### src/rtl/thiele_pyexec_pkg.sv
// Shared types and constants for the PYEXEC host bridge.
// State encoding, failure reason codes and default magic codes live here.
package thiele_pyexec_pkg;

  typedef enum logic [1:0] {
    ST_IDLE = 2'd0,
    ST_REQ  = 2'd1,
    ST_ACK  = 2'd2,
    ST_GAP  = 2'd3
  } state_t;

  localparam logic [2:0] FR_NONE            = 3'd0;
  localparam logic [2:0] FR_NONZERO_RC      = 3'd1;
  localparam logic [2:0] FR_ZERO_DIGEST     = 3'd2;
  localparam logic [2:0] FR_DIGEST_MISMATCH = 3'd3;
  localparam logic [2:0] FR_TIMEOUT         = 3'd4;

  localparam logic [31:0] DIGEST_CODE_DEFAULT = 32'h0000_0005;
  localparam logic [31:0] TIMEOUT_RC_DEFAULT  = 32'hFFFF_FFFF;

endpackage

### src/rtl/pyexec_result_checker.sv
// Judges each completed host call: captures the first digest and records
// the first failure seen (sticky until reset).
module pyexec_result_checker
  import thiele_pyexec_pkg::*;
#(
  parameter logic [31:0] DIGEST_CODE = DIGEST_CODE_DEFAULT
) (
  input  logic        clk,
  input  logic        rst_n,
  input  logic        i_check,
  input  logic        i_timeout,
  input  logic [31:0] i_code,
  input  logic [31:0] i_rc,
  output logic        o_digest_valid,
  output logic [31:0] o_digest_value,
  output logic        o_fail,
  output logic [2:0]  o_fail_reason
);

  logic        r_digest_valid;
  logic [31:0] r_digest_value;
  logic        r_fail;
  logic [2:0]  r_fail_reason;
  logic        w_is_digest;
  logic        w_capture;
  logic [2:0]  w_reason;

  assign w_is_digest = (i_code == DIGEST_CODE);
  assign w_capture   = i_check && w_is_digest && (i_rc != 32'd0) && !r_digest_valid;

  always_comb begin
    w_reason = FR_NONE;
    if (i_timeout) begin
      w_reason = FR_TIMEOUT;
    end else if (i_check) begin
      if (!w_is_digest && (i_rc != 32'd0)) begin
        w_reason = FR_NONZERO_RC;
      end else if (w_is_digest && (i_rc == 32'd0)) begin
        w_reason = FR_ZERO_DIGEST;
      end else if (w_is_digest && r_digest_valid && (i_rc != r_digest_value)) begin
        w_reason = FR_DIGEST_MISMATCH;
      end
    end
  end

  always_ff @(posedge clk or negedge rst_n) begin
    if (!rst_n) begin
      r_digest_valid <= 1'b0;
      r_digest_value <= 32'd0;
      r_fail         <= 1'b0;
      r_fail_reason  <= FR_NONE;
    end else begin
      if (w_capture) begin
        r_digest_valid <= 1'b1;
        r_digest_value <= i_rc;
      end
      // Only the first failure is recorded; later ones leave the reason alone.
      if (!r_fail && (w_reason != FR_NONE)) begin
        r_fail        <= 1'b1;
        r_fail_reason <= w_reason;
      end
    end
  end

  assign o_digest_valid = r_digest_valid;
  assign o_digest_value = r_digest_value;
  assign o_fail         = r_fail;
  assign o_fail_reason  = r_fail_reason;

endmodule

### src/rtl/pyexec_host_bridge.sv
// Bridges CPU PYEXEC requests to a host mailbox with timeout, single-cycle
// ack back to the CPU and hardware result checking.
module pyexec_host_bridge
  import thiele_pyexec_pkg::*;
#(
  parameter int unsigned TIMEOUT_CYCLES = 4096,
  parameter logic [31:0] DIGEST_CODE    = DIGEST_CODE_DEFAULT,
  parameter logic [31:0] TIMEOUT_RC     = TIMEOUT_RC_DEFAULT
) (
  input  logic        clk,
  input  logic        rst_n,
  input  logic        py_req,
  input  logic [31:0] py_code_addr,
  output logic        py_ack,
  output logic [31:0] py_result,
  output logic        host_req,
  output logic [31:0] host_code,
  input  logic        host_ack,
  input  logic [31:0] host_rc,
  output logic        busy,
  output logic        digest_valid,
  output logic [31:0] digest_value,
  output logic        fail,
  output logic [2:0]  fail_reason,
  output logic [15:0] call_count
);

  localparam logic [15:0] TIMER_LAST = 16'(TIMEOUT_CYCLES - 1);

  state_t      r_state;
  state_t      w_state_next;
  logic [15:0] r_timer;
  logic [31:0] r_host_code;
  logic [31:0] r_py_result;
  logic [15:0] r_call_count;
  logic        w_check;
  logic        w_timeout;

  always_comb begin
    w_state_next = r_state;
    w_check      = 1'b0;
    w_timeout    = 1'b0;
    case (r_state)
      ST_IDLE: if (py_req) w_state_next = ST_REQ;
      ST_REQ: begin
        // A host ack arriving on the expiry cycle still counts as a real answer.
        if (host_ack) begin
          w_check      = 1'b1;
          w_state_next = ST_ACK;
        end else if (r_timer == TIMER_LAST) begin
          w_timeout    = 1'b1;
          w_state_next = ST_ACK;
        end
      end
      ST_ACK:  w_state_next = ST_GAP;
      ST_GAP:  w_state_next = ST_IDLE;
      default: w_state_next = ST_IDLE;
    endcase
  end

  always_ff @(posedge clk or negedge rst_n) begin
    if (!rst_n) begin
      r_state      <= ST_IDLE;
      r_timer      <= 16'd0;
      r_host_code  <= 32'd0;
      r_py_result  <= 32'd0;
      r_call_count <= 16'd0;
    end else begin
      r_state <= w_state_next;
      if ((r_state == ST_IDLE) && py_req) begin
        r_host_code <= py_code_addr;
        r_timer     <= 16'd0;
      end
      if ((r_state == ST_REQ) && !w_check && !w_timeout) begin
        r_timer <= r_timer + 16'd1;
      end
      if (w_check) begin
        r_py_result <= host_rc;
      end else if (w_timeout) begin
        r_py_result <= TIMEOUT_RC;
      end
      if ((r_state == ST_ACK) && (r_call_count != 16'hFFFF)) begin
        r_call_count <= r_call_count + 16'd1;
      end
    end
  end

  pyexec_result_checker #(
    .DIGEST_CODE(DIGEST_CODE)
  ) u_checker (
    .clk           (clk),
    .rst_n         (rst_n),
    .i_check       (w_check),
    .i_timeout     (w_timeout),
    .i_code        (r_host_code),
    .i_rc          (host_rc),
    .o_digest_valid(digest_valid),
    .o_digest_value(digest_value),
    .o_fail        (fail),
    .o_fail_reason (fail_reason)
  );

  assign py_ack     = (r_state == ST_ACK);
  assign host_req   = (r_state == ST_REQ);
  assign busy       = (r_state != ST_IDLE);
  assign host_code  = r_host_code;
  assign py_result  = r_py_result;
  assign call_count = r_call_count;

endmodule
### config.mk
export PLATFORM = sky130hd
export DESIGN_NAME = pyexec_host_bridge
export DESIGN_NICKNAME = d
export VERILOG_FILES = /design/src/rtl/thiele_pyexec_pkg.sv /design/src/rtl/pyexec_result_checker.sv /design/src/rtl/pyexec_host_bridge.sv
export SDC_FILE = /design/constraint.sdc
export NUM_CORES = 1
export LEC_CHECK = 0
export ABC_AREA = 1
export BUFFER_PORTS_ARGS = -buffer_cell sky130_fd_sc_hd__buf_2
export CORE_ASPECT_RATIO = 1.75
export CORE_MARGIN = 4
export CORE_UTILIZATION = 55
export CTS_CLUSTER_DIAMETER = 120
export DETAILED_ROUTE_END_ITERATION = 8
export PLACE_DENSITY = 0.95
export SLEW_MARGIN = 20
export SYNTH_ARGS = -nofsm -noshare
export SYNTH_HDL_FRONTEND = slang
export SYNTH_SLANG_ARGS = --single-unit
export TNS_END_PERCENT = 30
### constraint.sdc
create_clock -name clk -period 3.4 [get_ports clk]
set_input_delay 0.68 -clock clk [delete_from_list [all_inputs] [get_ports clk]]
set_output_delay 0.68 -clock clk [all_outputs]
set_load 0.005 [all_outputs]
* After elaboration in Yosys (flattened, before gate mapping)
Index checks and enable logic that the tools add are counted.
** Storage, ports and cells
- Register bits after elaboration :: 135
- Output and inout port bits :: 120
** Cells by class
- Equal/unequal tests :: 9
- $add $sub $neg :: 2
- Multiplexer cells :: 18
- Reductions and logical operators :: 25
** Operators with widths (count)
- 32-bit 2-to-1 mux :: 2
- 16-bit by 1-bit adder with 16-bit output (second input constant) :: 2
- 32-bit by 3-bit equality test with 1-bit output (second input constant) :: 1
- 32-bit zero test :: 1
- 16-bit 2-to-1 mux :: 2
- 32-bit inequality test :: 1
- 32-bit nonzero test :: 1
- 16-bit by 12-bit equality test with 1-bit output (second input constant) :: 1
- 16-bit inequality test (second input constant) :: 1
- 1-bit logical AND :: 12
- 3-bit 2-to-1 mux :: 4
- 2-bit 2-to-1 mux :: 4
- 2-bit one-hot mux with 4 select lines :: 1
- 2-bit nonzero test :: 3
- 1-bit zero test :: 5
- 1-bit 2-to-1 mux :: 5
- 2-bit equality test (second input constant) :: 2
- 3-bit by 1-bit inequality test with 1-bit output (second input constant) :: 1
- 3-bit nonzero test :: 1
- 2-bit by 1-bit equality test with 1-bit output (second input constant) :: 1
- 2-bit zero test :: 1
- 2-bit inequality test (second input constant) :: 1
- 2-bit AND reduction :: 1

* Longest topological paths before layout
- Depth in word-level cells :: 10
- Mapped depth :: 15
- Mapped depth without buffers :: 15

* Hierarchy
A second synthesis with hierarchy kept.
** Second synthesis, totals
- Cells, all modules :: 845
- Area total of the unflattened synthesis :: 6962.9 µm²
** Modules (own cells, without submodules)
- pyexec_host_bridge :: instances 1, cells each 547, area each 4807.1 µm²
- pyexec_result_checker :: instances 1, cells each 298, area each 2155.8 µm²

* Worst setup path before layout
No wires, ideal clock.
- Path type :: input to register
- Start :: in host_rc[27]
- End :: reg u_checker.r_digest_value[0], in the netlist u_checker.o_digest_value[0]
- Arrival time :: 1.625 ns
- Path buffers :: 1
- Stages on the path :: 9
- Path slack :: 1.648 ns
- Path through :: inv_1 > nand3_1 > nor3_1 > nand2_1 > nor2_1 > nor2_2 > nand3_2 > buf_2 > o21ai_0
** Between the ends
- Word-level cells in the longest chain between the ends :: 3
** Ends and longest elaborated chain
- start, declared :: line pyexec_host_bridge.sv:19 : input logic [31:0] host_rc,
- 32-bit nonzero test :: line pyexec_result_checker.sv:29 : assign w_capture = i_check && w_is_digest && (i_rc != 32'd0) && !r_digest_valid;
- 1-bit logical AND (2 in a row) :: line pyexec_result_checker.sv:29
- end signal, assigned :: line pyexec_result_checker.sv:55 : r_digest_value <= i_rc;
- end, declared :: line pyexec_result_checker.sv:21 : logic [31:0] r_digest_value;
Every way passes these cells.
A chain may end at the register's enable or synchronous reset.

* Worst setup path in the final report
- Start :: reg r_host_code[25], in the netlist host_code[25]
- End :: reg u_checker.r_digest_value[10], in the netlist u_checker.o_digest_value[10]
** Between the ends
- Word-level cells in the longest chain between the ends :: 4
** Ends and longest elaborated chain
- start, declared :: line pyexec_host_bridge.sv:33 : logic [31:0] r_host_code;
- start signal, assigned :: line pyexec_host_bridge.sv:71 : r_host_code <= py_code_addr;
- 32-bit by 3-bit equality test with 1-bit output :: line pyexec_result_checker.sv:28 : assign w_is_digest = (i_code == DIGEST_CODE);
- 1-bit logical AND (3 in a row) :: line pyexec_result_checker.sv:29
Every way passes these cells.

==> key figures <==
Drt
  • Vias/cell: 5.27
  • Drt initial violations: 239
  • Post-Route WL: 16,500 um
  • Post-route DRC: 0
  • Post-route ant nets: 0
  • Via count: 5,773
  • Post-DR wirelength/cell: 15.1 um
  • Drt pass-1 iters: 5

STA
  • Peak Freq: 0.448 GHz
  • Crit path time final: 2230 ps
  • Pins over their slew limit: 0
  • Worst Tran Pin Value: 883 ps
  • Max-slew headroom: 40.8%
  • Unrepaired setup endpoints after global routing: false
  • Setup violators final: 0
  • Endpoints failing hold: 0
  • Worst hold slack: 253 ps
  • Fin Clk Skew: 7.97 ps
  • Period utilization: 65.7%
  • Post-route setup TNS: 0 ps
  • Setup slack after layout: 1170 ps

Placement
  • Placed Cells: 1,064
  • # port buffers: 187
  • Post-DP HPWL: 12,300 um
  • Routability congestion estimate: 0.874
  • Placed inst area: 7440 um2
  • Post-Place Setup Slack: 893 ps

Critical path
  • Crit Path Max Fanout: 36
  • Data required time of the critical path: 3680 ps
  • Crit start category: flop
  • Crit. End Element: flop
  • Crit path DAT: 2520 ps
  • Critical path type: reg2reg

Global route
  • Largest net degree at the start of global routing: 67
  • Initial antenna violation count: 1
  • Total grt overflow: 0
  • Vias in the first global route: 5,937
  • GR Util All Layers: 25.9%
  • First-pass GRT wire length: 27,100 um

Synth
  • Synth unique cells: 35
  • Synth Area per Inst: 8.37 um2
  • Cells after Synth: 762
  • Flip-flop and latch count after synthesis: 135
  • Area leader, netlist: dfrtp_1
  • Synth Flop Type: dfrtp_1
  • Syn nets: 836
  • Cell with the most instances after synthesis: nand2_1
  • EDFF count, synth: 0
  • Post-synth top cells: nand2_1, dfrtp_1, inv_1
  • Post-synth top area share: 53.0%
  • Sequential area share after synthesis: 53.0%
  • Async SR Flop Fraction: 100%
  • Netlist Area Pre-Place: 6370 um2
  • Synthesis Warnings: 0
  • Area contributors post-synth: dfrtp_1, nand2_1, o21ai_0

CTS
  • Setup Fix Bufs, Post-CTS: 0
  • H-tree depth: 4
  • CTS hold repair buffers: 0
  • Clk sinks: 135
  • Cts repair resizes: 0
  • Inserted Clock Buffers: 17
  • Clk slew on worst S/H paths: 60 ps
  • Clock Latency Late Sink: 410 ps
  • CTS tree: built
  • Root buf cell: clkbuf_16
  • Max clock buf depth: 2

Final layout
  • Layout cell share with drive strength beyond 1: 26.8%
  • Layout area overhead: 25.8%
  • Fin cells: 1,095
  • Fill cells: 824
  • Final Instance Area: 8020 um2
  • Final Util: 71.4%
  • Nets@finish: 1,025
  • Diodes inserted: 0

Die
  • Chip width: 89.4 um
  • Number of core rows: 51
  • Die H: 150 um
  • Top Ports: 188
  • Starting Density: 56.8%
  • Total core area: 11,200 um2
  • Total Die Area: 13,400 um2

Run
  • Max-cap viol count: 0

Power and ir drop
  • PnR Total Power: 5.67 mW
  • Leakage: 4.20 nW
  • Pwr dens: 708 nW/um2
  • Peak VDD IR: 0.497 mV

Worst hold path
  • Hold Path Class: in2async

Outcome
  • Status: complete, no violations
[worst max-delay path, stage by stage (launching register included)]
cell,delay [ps]
dfrtp_1,410
nor3_1,270
nand4_1,110
nor2_1,130
nand2_1,130
inv_2,110
nand3_2,430
buf_12,350
nand2_1,70
o21ai_0,80
[metal layers]
| metal | vias to the layer above | GRT usage [%] | share of wire, % |
|---|---|---|---|
| met5 | - | 0 | 0.085 |
| met4 | 2 | 9.91 | 2.7 |
| met3 | 45 | 7.01 | 7.6 |
| met2 | 231 | 45.4 | 53 |
| met1 | 2703 | 29.3 | 36 |
| li1 | 2792 | - | - |
[where the power goes]
part           total (mW)  internal (mW)  switching (mW)
sequential           2.35           2.04           0.308
combinational        1.54          0.656           0.888
clock                1.78           1.11           0.673
total                5.67           3.80            1.87
[cell usage in the layout, fill, tap and decap left out, drive strengths merged]
| cell | instances |
|---|---|
| nand3 | 23 |
| nor2 | 44 |
| xor2 | 10 |
| clkinv | 5 |
| dfrtp | 135 |
| a22oi | 1 |
| a22o | 1 |
| xnor2 | 28 |
| inv | 83 |
| o31ai | 1 |
| a31oi | 1 |
| clkinvlp | 4 |
| nand4 | 11 |
| bufinv | 2 |
| buf | 193 |
| clkbuf | 19 |
| nand2 | 270 |
| mux2i | 1 |
| ha | 6 |
| o2111ai | 1 |
| a21oi | 20 |
| o21ai | 74 |
| nor3 | 26 |
| nand3b | 1 |
| nor4 | 3 |
[registers in the layout, summed over array words and instances (netlist names)]
register                  flops
host_code                    32
py_result                    32
u_checker.o_digest_value     32
call_count                   16
r_timer                      16
u_checker.o_fail_reason       3
r_state                       2
u_checker.o_digest_valid      1
u_checker.o_fail              1
[kinds of logic (layout without fill, tap and decap cells)]
family	count (synthesis)	count (layout)	share of synthesized area, %
buf+inv	105	306	6.69
flops	135	135	53.0
mux	1	1	0.157
xor+xnor	38	38	5.22
simple gates	378	378	25.5
compound gates	99	99	8.28
fa+ha+maj	6	6	1.18
[final timing paths]
| path | start | endpoint | depth (start not counted) | slack (ps) |
|---|---|---|---|---|
| worst max register to register | host_code[25] | u_checker.o_digest_value[10] | 9 | 1170 |
| max in group asynchronous | rst_n | u_checker.o_digest_value[30] | 2 | 2420 |
| worst max-delay path | host_code[25] | u_checker.o_digest_value[10] | 9 | 1170 |
| worst min register to register | u_checker.o_fail_reason[2] | u_checker.o_fail_reason[2] | 2 | 470 |
| worst min-delay path | rst_n | host_code[3] | 1 | 250 |
| min in group clk | py_code_addr[30] | host_code[30] | 3 | 460 |
[cell type report]
| type | instances | area (um2) | area share [%] |
|---|---|---|---|
| clock buffer | 19 | 453 | 5.65 |
| clock inverter | 12 | 128 | 1.59 |
| inverter | 82 | 310 | 3.87 |
| multi-input combinational | 522 | 2570 | 32.1 |
| sequential | 135 | 3380 | 42.1 |
| tap | 132 | 165 | 2.06 |
| timing repair buffer | 193 | 1010 | 12.6 |
Power figures use the tool's default switching activity.
